==> src/rtl/key_session_controller_pkg.sv <==
`default_nettype none
// +----------------------------------------------------------------------------+
// | key_session_controller_pkg                                                  |
// | State encoding and default widths shared by the controller and its bench.  |
// | Rev 1.0 - initial release                                                   |
// +----------------------------------------------------------------------------+
package key_session_controller_pkg;

    localparam int DEFAULT_DATA_WIDTH = 16;
    localparam int DEFAULT_TIMEOUT    = 255;

    typedef enum logic [1:0] {
        ST_IDLE = 2'd0,
        ST_RECV = 2'd1,
        ST_CALC = 2'd2,
        ST_SEND = 2'd3
    } state_t;

endpackage
`default_nettype wire

==> src/rtl/key_session_controller_if.sv <==
`default_nettype none
// +----------------------------------------------------------------------------+
// | key_session_controller_if                                                   |
// | Key decoder, serial command and datapath signals of the session controller.|
// | Rev 1.0 - initial release                                                   |
// +----------------------------------------------------------------------------+
interface key_session_controller_if
    import key_session_controller_pkg::*;
#(
    parameter int DATA_WIDTH = DEFAULT_DATA_WIDTH
);
    logic                  active;
    logic                  mode;
    logic                  valid_cmd;
    logic                  input_bit;
    logic                  result_valid;
    logic [DATA_WIDTH-1:0] result_in;
    logic                  key_clear;
    logic                  start_calc;
    logic [DATA_WIDTH-1:0] data_out;
    logic                  mode_out;
    logic                  busy;
    logic                  serial_out;
    logic                  out_valid;
    logic                  error;

    modport master (
        output active, mode, valid_cmd, input_bit, result_valid, result_in,
        input  key_clear, start_calc, data_out, mode_out, busy, serial_out, out_valid, error
    );

    modport slave (
        input  active, mode, valid_cmd, input_bit, result_valid, result_in,
        output key_clear, start_calc, data_out, mode_out, busy, serial_out, out_valid, error
    );
endinterface
`default_nettype wire

==> src/rtl/key_session_controller_serial_shift_reg.sv <==
`default_nettype none
// +----------------------------------------------------------------------------+
// | serial_shift_reg                                                            |
// | W-bit MSB-first shift register with clear, parallel load and shift enable. |
// | Rev 1.0 - initial release                                                   |
// +----------------------------------------------------------------------------+
module serial_shift_reg #(
    parameter int WIDTH = 16
) (
    input  wire logic             clk,
    input  wire logic             rst_n,
    input  wire logic             clear,
    input  wire logic             load,
    input  wire logic [WIDTH-1:0] load_data,
    input  wire logic             shift,
    input  wire logic             shift_in,
    output logic      [WIDTH-1:0] q
);

    always_ff @(posedge clk or negedge rst_n) begin
        if (!rst_n) begin
            q <= '0;
        end else if (clear) begin
            q <= '0;
        end else if (load) begin
            q <= load_data;
        end else if (shift) begin
            q <= {q[WIDTH-2:0], shift_in};
        end
    end

endmodule
`default_nettype wire

==> src/rtl/key_session_controller.sv <==
`default_nettype none
// +----------------------------------------------------------------------------+
// | key_session_controller                                                      |
// | Runs one keyed session: receive word, start cipher, return result serially.|
// | Rev 1.0 - initial release                                                   |
// +----------------------------------------------------------------------------+
module key_session_controller
    import key_session_controller_pkg::*;
#(
    parameter int DATA_WIDTH = DEFAULT_DATA_WIDTH,
    parameter int TIMEOUT    = DEFAULT_TIMEOUT
) (
    input  wire logic              clk,
    input  wire logic              rst_n,
    key_session_controller_if.slave bus
);

    localparam int BW = $clog2(DATA_WIDTH + 1);
    localparam int IW = $clog2(TIMEOUT + 1);

    state_t                state;
    logic [BW-1:0]         bit_cnt;
    logic [IW-1:0]         idle_cnt;
    logic                  key_clear;
    logic                  start_calc;
    logic                  mode_out;
    logic                  busy;
    logic                  out_valid;
    logic                  error;
    logic [DATA_WIDTH-1:0] recv_q;
    logic [DATA_WIDTH-1:0] send_q;

    logic last_bit;
    logic timeout_hit;
    logic recv_shift;
    logic recv_clear;
    logic send_load;
    logic send_shift;

    always_comb begin
        last_bit    = (bit_cnt == BW'(DATA_WIDTH - 1));
        timeout_hit = (idle_cnt == IW'(TIMEOUT - 1));
        recv_shift  = (state == ST_RECV) && bus.valid_cmd;
        // Abort wipes the partially collected or pending word
        recv_clear  = ((state == ST_RECV) && !bus.valid_cmd    && timeout_hit) ||
                      ((state == ST_CALC) && !bus.result_valid && timeout_hit);
        send_load   = (state == ST_CALC) && bus.result_valid;
        send_shift  = (state == ST_SEND);
    end

    serial_shift_reg #(.WIDTH(DATA_WIDTH)) u_recv_sr (
        .clk       (clk),
        .rst_n     (rst_n),
        .clear     (recv_clear),
        .load      (1'b0),
        .load_data ('0),
        .shift     (recv_shift),
        .shift_in  (bus.input_bit),
        .q         (recv_q)
    );

    // Zero fill keeps serial_out low once the word has drained
    serial_shift_reg #(.WIDTH(DATA_WIDTH)) u_send_sr (
        .clk       (clk),
        .rst_n     (rst_n),
        .clear     (1'b0),
        .load      (send_load),
        .load_data (bus.result_in),
        .shift     (send_shift),
        .shift_in  (1'b0),
        .q         (send_q)
    );

    always_ff @(posedge clk or negedge rst_n) begin
        if (!rst_n) begin
            state      <= ST_IDLE;
            bit_cnt    <= '0;
            idle_cnt   <= '0;
            key_clear  <= 1'b0;
            start_calc <= 1'b0;
            mode_out   <= 1'b0;
            busy       <= 1'b0;
            out_valid  <= 1'b0;
            error      <= 1'b0;
        end else begin
            key_clear  <= 1'b0;
            start_calc <= 1'b0;
            error      <= 1'b0;
            case (state)
                ST_IDLE: begin
                    if (bus.active) begin
                        state     <= ST_RECV;
                        mode_out  <= bus.mode;
                        bit_cnt   <= '0;
                        idle_cnt  <= '0;
                        key_clear <= 1'b1;
                        busy      <= 1'b1;
                    end
                end
                ST_RECV: begin
                    if (bus.valid_cmd) begin
                        bit_cnt  <= bit_cnt + BW'(1);
                        idle_cnt <= '0;
                        if (last_bit) begin
                            state      <= ST_CALC;
                            start_calc <= 1'b1;
                        end
                    end else if (timeout_hit) begin
                        state <= ST_IDLE;
                        busy  <= 1'b0;
                        error <= 1'b1;
                    end else begin
                        idle_cnt <= idle_cnt + IW'(1);
                    end
                end
                ST_CALC: begin
                    if (bus.result_valid) begin
                        state     <= ST_SEND;
                        out_valid <= 1'b1;
                        bit_cnt   <= '0;
                        idle_cnt  <= '0;
                    end else if (timeout_hit) begin
                        state <= ST_IDLE;
                        busy  <= 1'b0;
                        error <= 1'b1;
                    end else begin
                        idle_cnt <= idle_cnt + IW'(1);
                    end
                end
                ST_SEND: begin
                    bit_cnt <= bit_cnt + BW'(1);
                    if (last_bit) begin
                        state     <= ST_IDLE;
                        out_valid <= 1'b0;
                        busy      <= 1'b0;
                    end
                end
                default: state <= ST_IDLE;
            endcase
        end
    end

    assign bus.key_clear  = key_clear;
    assign bus.start_calc = start_calc;
    assign bus.data_out   = recv_q;
    assign bus.mode_out   = mode_out;
    assign bus.busy       = busy;
    assign bus.serial_out = send_q[DATA_WIDTH-1];
    assign bus.out_valid  = out_valid;
    assign bus.error      = error;

endmodule
`default_nettype wire

==> src/flat_wrapper.sv <==
// flat-port wrapper written by rule: the top's interface ports become plain ports
module key_session_controller_flat import key_session_controller_pkg::*;
#(
    parameter int DATA_WIDTH = DEFAULT_DATA_WIDTH,
    parameter int TIMEOUT    = DEFAULT_TIMEOUT
)
  (clk, rst_n, bus_active, bus_mode, bus_valid_cmd, bus_input_bit, bus_result_valid, bus_result_in, bus_key_clear, bus_start_calc, bus_data_out, bus_mode_out, bus_busy, bus_serial_out, bus_out_valid, bus_error);
  key_session_controller_if #(.DATA_WIDTH(DATA_WIDTH)) bus_i ();
  input  wire logic clk;
  input  wire logic rst_n;
  input wire logic [$bits(bus_i.active)-1:0] bus_active;
  input wire logic [$bits(bus_i.mode)-1:0] bus_mode;
  input wire logic [$bits(bus_i.valid_cmd)-1:0] bus_valid_cmd;
  input wire logic [$bits(bus_i.input_bit)-1:0] bus_input_bit;
  input wire logic [$bits(bus_i.result_valid)-1:0] bus_result_valid;
  input wire logic [$bits(bus_i.result_in)-1:0] bus_result_in;
  output wire logic [$bits(bus_i.key_clear)-1:0] bus_key_clear;
  output wire logic [$bits(bus_i.start_calc)-1:0] bus_start_calc;
  output wire logic [$bits(bus_i.data_out)-1:0] bus_data_out;
  output wire logic [$bits(bus_i.mode_out)-1:0] bus_mode_out;
  output wire logic [$bits(bus_i.busy)-1:0] bus_busy;
  output wire logic [$bits(bus_i.serial_out)-1:0] bus_serial_out;
  output wire logic [$bits(bus_i.out_valid)-1:0] bus_out_valid;
  output wire logic [$bits(bus_i.error)-1:0] bus_error;
  assign bus_i.active = bus_active;
  assign bus_i.mode = bus_mode;
  assign bus_i.valid_cmd = bus_valid_cmd;
  assign bus_i.input_bit = bus_input_bit;
  assign bus_i.result_valid = bus_result_valid;
  assign bus_i.result_in = bus_result_in;
  assign bus_key_clear = bus_i.key_clear;
  assign bus_start_calc = bus_i.start_calc;
  assign bus_data_out = bus_i.data_out;
  assign bus_mode_out = bus_i.mode_out;
  assign bus_busy = bus_i.busy;
  assign bus_serial_out = bus_i.serial_out;
  assign bus_out_valid = bus_i.out_valid;
  assign bus_error = bus_i.error;
  key_session_controller #(.DATA_WIDTH(DATA_WIDTH), .TIMEOUT(TIMEOUT)) u_core (.clk(clk), .rst_n(rst_n), .bus(bus_i));
endmodule
==> config.mk <==
export PLATFORM = sky130hd
export DESIGN_NAME = key_session_controller_flat
export DESIGN_NICKNAME = d
export VERILOG_FILES = /design/src/rtl/key_session_controller_pkg.sv /design/src/rtl/key_session_controller_if.sv /design/src/rtl/key_session_controller_serial_shift_reg.sv /design/src/rtl/key_session_controller.sv /design/src/flat_wrapper.sv
export SDC_FILE = /design/constraint.sdc
export NUM_CORES = 1
export LEC_CHECK = 0
export BUFFER_PORTS_ARGS = -buffer_cell sky130_fd_sc_hd__buf_2
export CAP_MARGIN = 15
export CELL_PAD_IN_SITES_DETAIL_PLACEMENT = 0
export CELL_PAD_IN_SITES_GLOBAL_PLACEMENT = 1
export CORE_MARGIN = 4
export CORE_UTILIZATION = 45
export DETAILED_ROUTE_END_ITERATION = 6
export PLACE_DENSITY_LB_ADDON = 0.1
export SYNTH_ARGS = -nofsm -noshare
export SYNTH_HDL_FRONTEND = slang
export SYNTH_SLANG_ARGS = --single-unit
==> constraint.sdc <==
create_clock -name clk -period 4.51 [get_ports clk]
set_input_delay 0 -clock clk [delete_from_list [all_inputs] [get_ports clk]]
set_output_delay 0 -clock clk [all_outputs]
set_load 0.01 [all_outputs]
Word-level counts from Yosys, hierarchy flattened

Cells that the tools add are included.

Equal/unequal tests: 12
Muxes and demuxes: 37
Reductions and logical operators: 20
Add/subtract/negate cells: 2

Operators with widths:

| operator                                               | number |
|---|---|
| two-way mux 16 bit                                     | 4 |
| two-way mux 8 bit                                      | 4 |
| case mux 8 bit (3 select lines)                        | 1 |
| case mux 5 bit (4 select lines)                        | 1 |
| two-way mux 5 bit                                      | 3 |
| two-way mux 1 bit                                      | 14 |
| two-way mux 2 bit                                      | 6 |
| inequality test 2 bit (second input constant)          | 5 |
| AND reduction 3 bit                                    | 3 |
| adder 8 x 1 -> 8 bit (second input constant)           | 1 |
| == test 8 bit (second input constant)                  | 1 |
| case mux 2 bit (4 select lines)                        | 1 |
| logical AND 1 bit                                      | 6 |
| nonzero test 2 bit                                     | 3 |
| adder 5 x 1 -> 5 bit (second input constant)           | 1 |
| == test 5 x 4 -> 1 bit (second input constant)         | 1 |
| == test 2 bit (second input constant)                  | 2 |
| case mux 1 bit (2 select lines)                        | 2 |
| case mux 1 bit (4 select lines)                        | 1 |
| AND reduction 2 bit                                    | 2 |
| AND reduction 4 bit                                    | 1 |
| inequality test 3 x 2 -> 1 bit (second input constant) | 1 |
| nonzero test 3 bit                                     | 1 |
| == test 2 x 1 -> 1 bit (second input constant)         | 1 |
| other kinds (4)                                        | 5 |

Logic and storage cells: 82
Register bits after elaboration: 53
Output and inout bits: 23

Depth between registers and ports, before layout

Gate-level depths: netlist (run 1).

Depth in word-level cells: 5
Gate-level depth with buffers: 7

Modules after synthesis

Synthesis (run 1) repeated with hierarchy kept, for this count alone.

Cells, all modules: 275
Area total of the unflattened synthesis: 3050.4 um2

Modules (own cells, without submodules):

| module                 | instances | cells each | area an instance (um2) | seq. area each (um2) |
|---|---|---|---|---|
| serial_shift_reg       | 2         | 71         | 885.8                  | 400.4 |
| key_session_controller | 1         | 133        | 1278.7                 | 525.5 |

Least setup slack after synthesis (run 1)

OpenSTA, ideal clock, no wires.

Path kind: register to register
Start: register u_core.idle_cnt[0]
End: register u_core.busy, in the netlist u_core.bus.busy
Setup slack: 2624 ps
Path buffers: 0
Library setup time: 128 ps
Cell stages (with the launch flop): 7
Data required time: 4382 ps
Data arrival time: 1759 ps
Cells stage by stage: dfrtp_1 -> inv_1 -> ha_1 -> nand4_2 -> or2_4 -> a2111oi_4 -> mux2_1

Longest elaborated chain between the ends: 4

RTL lines:

| element                                     | RTL line                      | source |
|---|---|---|
| start, declared                             | key_session_controller.sv:23  | `logic [IW-1:0] idle_cnt;` |
| start signal, assigned                      | key_session_controller.sv:113 | `idle_cnt <= idle_cnt + IW'(1);` |
| start signal, assigned                      | key_session_controller.sv:127 | `idle_cnt <= idle_cnt + IW'(1);` |
| == test 8 bit (*)                           | key_session_controller.sv:42  | `timeout_hit = (idle_cnt == IW'(TIMEOUT - 1));` |
| two-way mux 1 bit (*)                       | --                            |  |
| two-way mux 1 bit, on equally long branches | --                            |  |
| case mux 1 bit (4 select lines) (*)         | --                            |  |
| end signal, assigned                        | key_session_controller.sv:82  | `busy <= 1'b0;` |
| end signal, assigned                        | key_session_controller.sv:97  | `busy <= 1'b1;` |
| end signal, assigned                        | key_session_controller.sv:110 | `busy <= 1'b0;` |
| end, declared                               | key_session_controller.sv:27  | `logic busy;` |

Every way passes the cells marked *; elsewhere a longest branch is shown, timed or not. The select of a mux whose other input is x is not followed.
A chain may end at the register's enable or synchronous reset.

Worst setup path in the final report (run 1)

Start: register u_core.state[1]
End: register u_core.bit_cnt[2]

Longest elaborated chain between the ends: 3

RTL lines:

| element                                        | RTL line                      | source |
|---|---|---|
| start, declared                                | key_session_controller.sv:21  | `state_t state;` |
| start signal, assigned                         | key_session_controller.sv:76  | `state <= ST_IDLE;` |
| start signal, assigned                         | key_session_controller.sv:92  | `state <= ST_RECV;` |
| start signal, assigned                         | key_session_controller.sv:105 | `state <= ST_CALC;` |
| == test 2 x 1 -> 1 bit (tied with other cells) | key_session_controller.sv:89  | `case (state)` |
| inequality test 2 bit (no line)                | --                            |  |
| AND reduction 3 bit (no line)                  | --                            |  |
| end signal, assigned                           | key_session_controller.sv:102 | `bit_cnt <= bit_cnt + BW'(1);` |
| end signal, assigned                           | key_session_controller.sv:131 | `bit_cnt <= bit_cnt + BW'(1);` |
| end, declared                                  | key_session_controller.sv:22  | `logic [BW-1:0] bit_cnt;` |

Several ways; a longest one is shown, not always the timed one.

==> results of run 1 <==
power breakdown:
part	switching, mW	internal, mW
Combinational	0.324	0.242
Sequential	0.0869	0.607
Clock	0.152	0.122
logic make-up (layout without fill, tap and decap cells):
kind of cell               Yosys count  count (layout)  synth area share [%]
and+or+nand+nor                    106             106                  19.3
buffers and inverters               18              81                  2.80
AOI/OAI and AO/OA                   59              59                  14.2
muxes                               17              17                  6.78
DFF                                 53              53                  52.1
adders and majority gates           10              10                  4.91
worst max-delay path: cells and delay by family (launching register included):
kind                       cells  cell delay [ps]
adders and majority gates      1              850
and+or+nand+nor                3             1000
DFF                            1              440
state kept, by name, indices dropped and copies added (netlist names):
signal / cells
u_core.u_recv_sr.q: 16
u_core.bus.start_calc: 1
u_core.bus.busy: 1
u_core.state: 2
u_core.bit_cnt: 5
u_core.bus.error: 1
u_core.bus.key_clear: 1
u_core.bus.out_valid: 1
u_core.u_send_sr.q: 16
u_core.idle_cnt: 8
u_core.bus.mode_out: 1
routing by layer:
layer | global-route usage, % | routed length [microns]
met1 | 22.0 | 2560
met2 | 25.3 | 2500
met3 | 3.77 | 206
met4 | 4.46 | 63
met5 | 0 | 0
synth_stat cells (2+ instances only):
master     n  area, sq um
nand2_1   59          221
dfrtp_1   53         1330
o21ai_0   24          120
a21oi_1   20          100
mux2i_1   15          150
nor3_1    12         60.1
ha_1      10          125
nor2_1    10         37.5
clkbuf_1   7         26.3
inv_1      7         26.3
and2_1     4         25.0
nand2b_1   4         25.0
buf_2      3         15.0
nand3_1    3         15.0
nor2b_1    3         18.8
and3_1     2         12.5
nand4_1    2         12.5
nor4_1     2         12.5
o31ai_1    2         15.0
how the worst min path moves through the flow:
stage / endpoint / depth (start not counted)
floorplan: u_core.bit_cnt[0] / 0
finish: u_core.bus.key_clear / 2
CTS: u_core.bus.key_clear / 2
global placement: u_core.idle_cnt[7] / 2
detailed placement: u_core.idle_cnt[3] / 2
global route: u_core.bus.key_clear / 2
area by class of cell:
| type | instances | share of cell area [%] |
|---|---|---|
| sequential | 53 | 42.2 |
| timing repair buffer | 67 | 14.6 |
| tap | 72 | 2.87 |
| clock inverter | 1 | 0.239 |
| multi-input combinational | 192 | 36.6 |
| clock buffer | 6 | 2.63 |
| inverter | 7 | 0.836 |
through the flow:
stage | setup WS, ps | utilization [%]
global route | 2030 | 57.1
floorplan | 2620 | -
finish | 2160 | 57.1
global placement | 2220 | 51.3
detailed placement | 2150 | 51.3
CTS | 2140 | 56.6
==> run summary, run 1 <==
IO Count -> 46
Reg-to-Reg Start -> u_core.state[1]
Die outline width -> 83.2 microns
RSZ-0062 raised after global routing -> false
Worst Setup EP -> u_core.bit_cnt[2]
Placed Area -> 2830 sq um
Via/cell ratio -> 5.14
H-tree levels -> 2
Core area -> 5510 sq um
Drt drc -> 0
Clk buf depth -> 2
Post-route cell area -> 3140 sq um
Final Skew -> 3.32 ps
Chip Height -> 83.2 microns
Critical path, cell by cell -> ha_1 > nor2_1 > or4b_2 > nand2_1
DRT iter0 DRCs -> 118
Hold slack -> 27.3 ps
Worst EP required -> 4750 ps
Crit path DAT -> 2600 ps
TritonCTS clock tree -> built
Multi-input logic area -> 1150 sq um
Most common cell after layout, fill and taps aside -> nand2_1
WL/cell -> 13.4 microns
Seq cells post-synth -> 53
Mapped Area -> 2550 sq um
Critical path fanouts, max -> 20
Port Buffer Count -> 45
Initial antenna violation count -> 0
Die area -> 6930 sq um
Hold path startpoint -> bus_active
Clock Pin Slew Worst Setup and Hold Paths -> 90 ps
Post-DP HPWL -> 3.57 mm
Syn nets -> 296
Pwr/cell area -> 488 nW/um^2
TritonRoute pass-1 iters -> 4
FF-to-FF End -> u_core.bit_cnt[2]
Filler cells -> 509
Crit-path max cell delay -> 850 ps
R2R depth -> 4
Ys async rst share -> 100%
Crit Path Category -> flop to flop
Worst-Skew Late Latency -> 300 ps
Mapped Cells -> 263
Drt total wl -> 5.33 mm
Syn Area/Cell -> 9.69 sq um
Worst slew margin -> 32.7%
Critical path endpoint category -> flop
Crit. Startpoint -> u_core.state[1]
Hold WC Path Type -> input pin to flop
YS warnings -> 0
Design Power -> 1.53 mW
First-pass GRT wire length -> 9.23 mm
Seq/Total Area, Yosys -> 52.1%
GRT Residual Overflow -> 0
Vias in the first global route -> 1,968
Reg2reg setup slack -> 2160 ps
Synth Flop Type -> dfrtp_1
Peak supply drop -> 0.000213 V
Largest net degree at the start of global routing -> 54
Dpl cells -> 370
Post-synth EDFFs -> 0
Final hold vios -> 0
Tmin final -> 2350 ps
Status -> complete, no violations
Routability congestion estimate from global placement -> 0.793
Initial Util -> 46.3%
Area occupied by registers -> 1330 sq um
Final setup viols -> 0
PostCTS Resize Cnt -> 0
Cell variety after synth -> 40
Vias -> 2,044
Area grow syn2layout -> 23.4%
Tot GR Track Use -> 16.0%
Pins Over Slew Limit -> 0
Clock sinks -> 53
Share of cells above drive strength 1 -> 19.0%
Period utilization -> 52.2%
Post-CTS Setup Bufs -> 0
Ant. Diodes -> 0
F_max -> 425 MHz
Post-Layout Cell Count -> 398
Final net count -> 359
Critical-path cell with the highest stage delay -> ha_1
Final ANT Viol Nets -> 0
Commonest cells after routing, fill and taps aside -> nand2_1, dfrtp_1, buf_2
Num CTS Buffers -> 5
Row cnt -> 27
Startpoint Class -> flop
Worst Tran Pin Value -> 1010 ps
Cts hold-fix bufs -> 20
Setup tns final -> 0 ps
LEAKAGE -> 1.45 nW
Root Driver -> clkbuf_8
Max-cap violation count -> 0
Note: power is estimated with default switching activity, not from simulation.
==> run 2: changes to the inputs <==
--- a/config.mk
+++ b/config.mk
@@ -5,12 +5,13 @@
 export SDC_FILE = /design/constraint.sdc
 export NUM_CORES = 1
 export LEC_CHECK = 0
+export ABC_AREA = 1
 export BUFFER_PORTS_ARGS = -buffer_cell sky130_fd_sc_hd__buf_2
 export CAP_MARGIN = 15
 export CELL_PAD_IN_SITES_DETAIL_PLACEMENT = 0
 export CELL_PAD_IN_SITES_GLOBAL_PLACEMENT = 1
 export CORE_MARGIN = 4
-export CORE_UTILIZATION = 45
+export CORE_UTILIZATION = 38
 export DETAILED_ROUTE_END_ITERATION = 6
 export PLACE_DENSITY_LB_ADDON = 0.1
 export SYNTH_ARGS = -nofsm -noshare
==> constraint.sdc (replaced) <==
create_clock -name clk -period 1.9 [get_ports clk]
set_input_delay 0 -clock clk [delete_from_list [all_inputs] [get_ports clk]]
set_output_delay 0 -clock clk [all_outputs]
set_load 0.01 [all_outputs]
==> run 2 against run 1 <==
Net effect:
- combinational power grew to 3.1 times the previous value
- synthesized cell count is 24% higher
- sequential share of layout area is 4.0 points lower
- sequential power grew to 2.6 times the previous value
- first-iteration DRC count is 41% lower
- largest power group unchanged
- setup slack worse by 1900 ps
- count of clock-buffer cells in the layout is 1 lower
==> run summary, run 2 <==
Status -> complete, no violations
Num CTS Buffers -> 5
Cell with the most instances after synthesis -> nand2_1
Commonest cells after routing, fill and taps aside -> nand2_1, dfrtp_1, nand3_1
Pins Over Slew Limit -> 0
Placed Area -> 3160 sq um
Xor/xnor cell area share of the yosys netlist -> 0.310%
Drt drc -> 0
Cell variety after synth -> 28
Compound-Gate Fraction of Synth Area -> 4.61%
Die outline width -> 94.2 microns
Share of power burned in registers -> 42.1%
Biggest regs -> u_core.u_recv_sr.q (16), u_core.u_send_sr.q (16), u_core.idle_cnt (8)
Row cnt -> 31
Psw -> 1.62 mW
Filler cells -> 722
Final net count -> 427
Setup tns final -> 0 ps
Synth Flop Type -> dfrtp_1
Final hold vios -> 0
TritonCTS clock tree -> built
Post-route cell area -> 3470 sq um
Seq/Total Area, Yosys -> 47.0%
CP bufs+invs -> 3
Largest family of logic cells by synthesized area -> simple AND/OR/NAND/NOR gates
Ant. Diodes -> 0
Largest net degree at the start of global routing -> 34
TritonRoute pass-1 iters -> 4
Gate power share -> 42.0%
Area grow syn2layout -> 22.9%
Pwr/cell area -> 1220 nW/um^2
Final ANT Viol Nets -> 0
Crit Path Category -> flop to flop
Initial Util -> 38.9%
Share of Yosys cell area claimed by the top area cell type -> 47.0%
Worst setup slack after layout -> 221 ps
Tot GR Track Use -> 14.4%
Worst EP required -> 2110 ps
Pre-CTS setup slack -> 280 ps
Vias in the first global route -> 2,227
YS warnings -> 0
Routability congestion estimate from global placement -> 0.792
Initial antenna violation count -> 0
Final setup viols -> 0
Startpoint Class -> flop
Period utilization -> 88.4%
Max-cap violation count -> 0
Core area -> 7250 sq um
Worst slew margin -> 66.9%
Clock power frac -> 15.9%
Drt total wl -> 5.72 mm
Hold WC Path Type -> input pin to flop
Synth Area in Simple Gates -> 28.2%
PostCTS Resize Cnt -> 0
Tmin final -> 1680 ps
Multi-input logic area -> 1270 sq um
GRT Residual Overflow -> 0
Chip Height -> 94.2 microns
First-pass GRT wire length -> 10.2 mm
Crit path DAT -> 1880 ps
Port Buffer Count -> 45
Sw Share -> 38.5%
Syn nets -> 358
Via/cell ratio -> 4.59
Share of cells above drive strength 1 -> 23.3%
Cell mode on critical path -> nand2_1
Vias -> 2,269
Die area -> 8870 sq um
Post-DP HPWL -> 4.03 mm
Family with the most delay on the worst path -> buffers and inverters
Commonest cells in the synthesized netlist -> nand2_1, dfrtp_1, nand3_1
Mapped Area -> 2820 sq um
Int Pwr -> 2.60 mW
Mux cell area share after synthesis -> 7.45%
Critical path endpoint category -> flop
Top cells by area, synth -> dfrtp_1, nand2_1, nand3_1, inv_1, ha_1
H-tree levels -> 2
Final Skew -> 9.72 ps
Critical path, cell by cell -> inv_1 > ha_1 > nand2_1 > inv_1 > nand2_1 > nand2_1 > dlygate4sd3_1
Worst Tran Pin Value -> 497 ps
Area occupied by registers -> 1330 sq um
Area share of fa/ha/maj cells after synthesis -> 4.43%
Critical path fanouts, max -> 5
Root Driver -> clkbuf_8
F_max -> 595 MHz
RSZ-0062 raised after global routing -> false
Design Power -> 4.22 mW
Ys async rst share -> 100%
Post-synth EDFFs -> 0
Mapped Cells -> 325
IO Count -> 46
DRT iter0 DRCs -> 70
Post-synth top area cell -> dfrtp_1
Seq cells post-synth -> 53
Worst-Skew Late Latency -> 310 ps
Peak supply drop -> 0.000376 V
Most common cell after layout, fill and taps aside -> nand2_1
Clk buf depth -> 2
Crit-path max cell delay -> 550 ps
LEAKAGE -> 1.89 nW
Critical-path cell with the highest stage delay -> dlygate4sd3_1
Syn Area/Cell -> 8.69 sq um
Clock Pin Slew Worst Setup and Hold Paths -> 100 ps
Clock sinks -> 53
WL/cell -> 11.6 microns
==> run 2: kinds of logic after synthesis <==
kind of cell / Yosys count
multiplexers: 16
flip-flops: 53
AO/OA/AOI/OAI: 23
buffers and inverters: 53
AND/OR/NAND/NOR: 169
adder cells (fa/ha/maj): 10
XOR/XNOR: 1
==> run 2: worst paths after layout <==
path                                       from                    end  slack [ps]  cells past startpoint
setup / recovery                u_core.state[0]    u_core.bus.mode_out         220                      7
hold / removal                    bus_valid_cmd  u_core.bus.start_calc         160                      3
setup reg to reg                u_core.state[0]    u_core.bus.mode_out         220                      7
hold reg to reg            u_core.bus.out_valid   u_core.bus.out_valid         510                      2
max in group asynchronous                 rst_n  u_core.u_send_sr.q[6]        1180                      3
min in group asynchronous                 rst_n      u_core.bit_cnt[3]         170                      2
==> run 2: final cells by class <==
cell class / count / share of cell area, %
flip-flops and latches: 53 / 38.2
multi-input cells: 219 / 36.6
repair buffers: 72 / 14.2
inverters: 43 / 4.65
well taps: 99 / 3.57
clock buffers: 5 / 1.98
clock inverters: 3 / 0.757
==> run 2: layer usage <==
metal | GRT usage [%] | wire, microns | up-vias
met4 | 4.93 | 78 | 0
met3 | 2.64 | 225 | 7
met5 | 0 | 0 | -
met2 | 24.1 | 2650 | 39
met1 | 18.6 | 2770 | 1051
li1 | - | - | 1172
==> run 2: stage by stage <==
step	cells	utilization [%]	hold WS, ps
after floorplan	325	-	-296
after global routing	494	47.8	194
after CTS	494	47.8	158
after global placement	465	43.6	3.29
after detailed placement	465	43.6	0.168
final	494	47.8	163
==> run 2: power groups by stage <==
stage	Clock, mW	Combinational [mW]	Sequential [mW]
after global routing	0.746	2.06	1.84
final	0.670	1.77	1.78
after global placement	0	1.74	1.80
after CTS	0.710	1.80	1.78
after detailed placement	0	1.75	1.80
after floorplan	0	1.18	1.86
==> run 2: repair_timing <==
item / in CTS / in global routing
setup endpoints to repair: 0 / 0
buffers inserted: 0 / 0
endpoints found under the hold margin: 39 / 0
hold buffers: 21 / 0
==> run 2: worst reg2reg max path, delay by kind of cell, from the launching register on <==
family / cells / cell delay, ps
adder cells (fa/ha/maj): 1 / 230
buffers and inverters: 3 / 730
AND/OR/NAND/NOR: 3 / 180
flip-flops: 1 / 430
==> run 3: changes to the inputs <==
--- a/config.mk
+++ b/config.mk
@@ -5,7 +5,6 @@
 export SDC_FILE = /design/constraint.sdc
 export NUM_CORES = 1
 export LEC_CHECK = 0
-export ABC_AREA = 1
 export BUFFER_PORTS_ARGS = -buffer_cell sky130_fd_sc_hd__buf_2
 export CAP_MARGIN = 15
 export CELL_PAD_IN_SITES_DETAIL_PLACEMENT = 0
@@ -13,6 +12,7 @@
 export CORE_MARGIN = 4
 export CORE_UTILIZATION = 38
 export DETAILED_ROUTE_END_ITERATION = 6
+export HOLD_SLACK_MARGIN = 0.12
 export PLACE_DENSITY_LB_ADDON = 0.1
 export SYNTH_ARGS = -nofsm -noshare
 export SYNTH_HDL_FRONTEND = slang
==> run 3 against run 2 <==
Net effect:
- sequential power is 7% lower
- die area is 8.9% lower
- largest cell class unchanged
- final cell count is 15% lower
- count of clock-buffer cells in the layout stayed put
- flip-flop and latch count stayed put
- highest routed layer unchanged
- hold slack worse by 9.8 ps
- clock skew is 2.8 ps lower
- clock power is 3.9% lower
- wire length is 3.1% higher
==> run summary, run 3 (synthesis gave the netlist of run 1 again) <==
Share of cells above drive strength 1 -> 26.4%
IO Count -> 46
Worst Hold Path Cells -> 5
Area grow syn2layout -> 31.3%
Drt total wl -> 5.90 mm
Die outline width -> 89.9 microns
Via/cell ratio -> 4.98
Final net count -> 377
Crit Path Category -> flop to flop
Hold slack -> 153 ps
R2R depth -> 6
Status -> complete, no violations
Crit-path max cell delay -> 390 ps
Final ANT Viol Nets -> 0
Clock Pin Slew Worst Setup and Hold Paths -> 90 ps
Port Buffer Count -> 45
Initial Util -> 39.7%
Vias in the first global route -> 2,027
Routability congestion estimate from global placement -> 0.823
Period utilization -> 97.4%
Most common cell after layout, fill and taps aside -> nand2_1
Initial antenna violation count -> 0
Num CTS Buffers -> 5
Peak supply drop -> 0.000584 V
Critical path, cell by cell -> inv_1 > ha_2 > nand4_2 > or2_4 > a2111oi_4 > mux2_1
Ant. Diodes -> 0
Worst slew margin -> 57.1%
Worst Tran Pin Value -> 643 ps
Startpoint Class -> flop
Final setup viols -> 0
First-pass GRT wire length -> 10.0 mm
Max-cap violation count -> 0
Critical-path cell with the highest stage delay -> dfrtp_1
Die area -> 8080 sq um
Final Skew -> 6.89 ps
H-tree levels -> 2
Critical path fanouts, max -> 3
Core area -> 6420 sq um
Largest net degree at the start of global routing -> 35
Tot GR Track Use -> 15.0%
Root Driver -> clkbuf_8
TritonCTS clock tree -> built
Tmin final -> 1850 ps
GRT Residual Overflow -> 0
DRT iter0 DRCs -> 57
F_max -> 540 MHz
Pins Over Slew Limit -> 0
Clock sinks -> 53
Pwr/cell area -> 1150 nW/um^2
Final hold vios -> 0
Filler cells -> 600
Hold WC Path Type -> input pin to flop
Worst-Skew Late Latency -> 310 ps
Crit path DAT -> 2040 ps
Row cnt -> 29
Setup tns final -> 0 ps
Clk buf depth -> 2
Vias -> 2,100
WL/cell -> 14.0 microns
Critical path endpoint category -> flop
Post-DP HPWL -> 4.00 mm
Commonest cells after routing, fill and taps aside -> nand2_1, dfrtp_1, buf_2
Worst EP required -> 2090 ps
Drt drc -> 0
Chip Height -> 89.9 microns
LEAKAGE -> 1.55 nW
Biggest regs -> u_core.u_recv_sr.q (16), u_core.u_send_sr.q (16), u_core.idle_cnt (8)
TritonRoute pass-1 iters -> 4
## run 3: worst max-delay path: cells and delay by family (launching register included)
kind | cells | cell delay, ps
AO/OA/AOI/OAI | 1 | 340
adder cells (fa/ha/maj) | 1 | 200
buffers and inverters | 1 | 80
flip-flops | 1 | 390
multiplexers | 1 | 340
AND/OR/NAND/NOR | 2 | 390
## run 3: cell type report
type	count	area, sq um	area share [%]
Sequential cell	53	1330	39.7
Multi-Input combinational cell	192	1200	36.0
Timing Repair Buffer	85	602	18.0
Tap cell	77	96.3	2.88
Clock buffer	5	68.8	2.06
Inverter	7	26.3	0.785
Clock inverter	3	21.3	0.636
## run 3: routing by layer
layer / share of wire, % / GRT usage [%] / wire [microns] / up-vias
met4: 0.98 / 3.44 / 58 / 0
met1: 46 / 20.7 / 2740 / 979
met3: 3.7 / 3.51 / 217 / 6
met2: 49 / 24.1 / 2880 / 42
li1: - / - / - / 1073
met5: 0 / 0 / 0 / -
## run 3: where the power goes
part	switching, mW	total (mW)	internal, mW	leakage [nW]
Clock	0.382	0.644	0.262	0.0445
Combinational	0.832	1.55	0.715	0.811
Sequential	0.209	1.65	1.44	0.699
## run 3: what timing repair did
item / 4_1_cts / 5_1_grt
gates resized for setup: 0 / 17
hold buffers: 21 / 0
buffers inserted: 0 / 2
setup endpoints to repair: 0 / 12
endpoints found under the hold margin: 47 / 0
## run 3: worst paths after layout
check                                         from                endpoint  slack [ps]
worst max-delay path            u_core.idle_cnt[0]         u_core.bus.busy          50
worst max register to register  u_core.idle_cnt[0]         u_core.bus.busy          50
worst min register to register   u_core.bit_cnt[4]       u_core.bit_cnt[4]         490
max in group asynchronous                    rst_n    u_core.bus.out_valid        1000
min in group asynchronous                    rst_n  u_core.u_send_sr.q[13]         250
worst min-delay path              bus_result_valid    u_core.bus.out_valid         150
## run 3: metrics by stage
step	std cells	cell area, sq um	util (%)	total power [mW]	setup slack (ps)
finish	422	3350	52.1	3.84	49.3
global route	422	3350	52.1	4.16	-11.3
CTS	420	3260	50.8	3.79	9.19
detailed placement	391	2960	46.2	3.11	26.0
global placement	391	2960	46.2	3.09	86.7
floorplan	263	2550	-	2.58	13.7
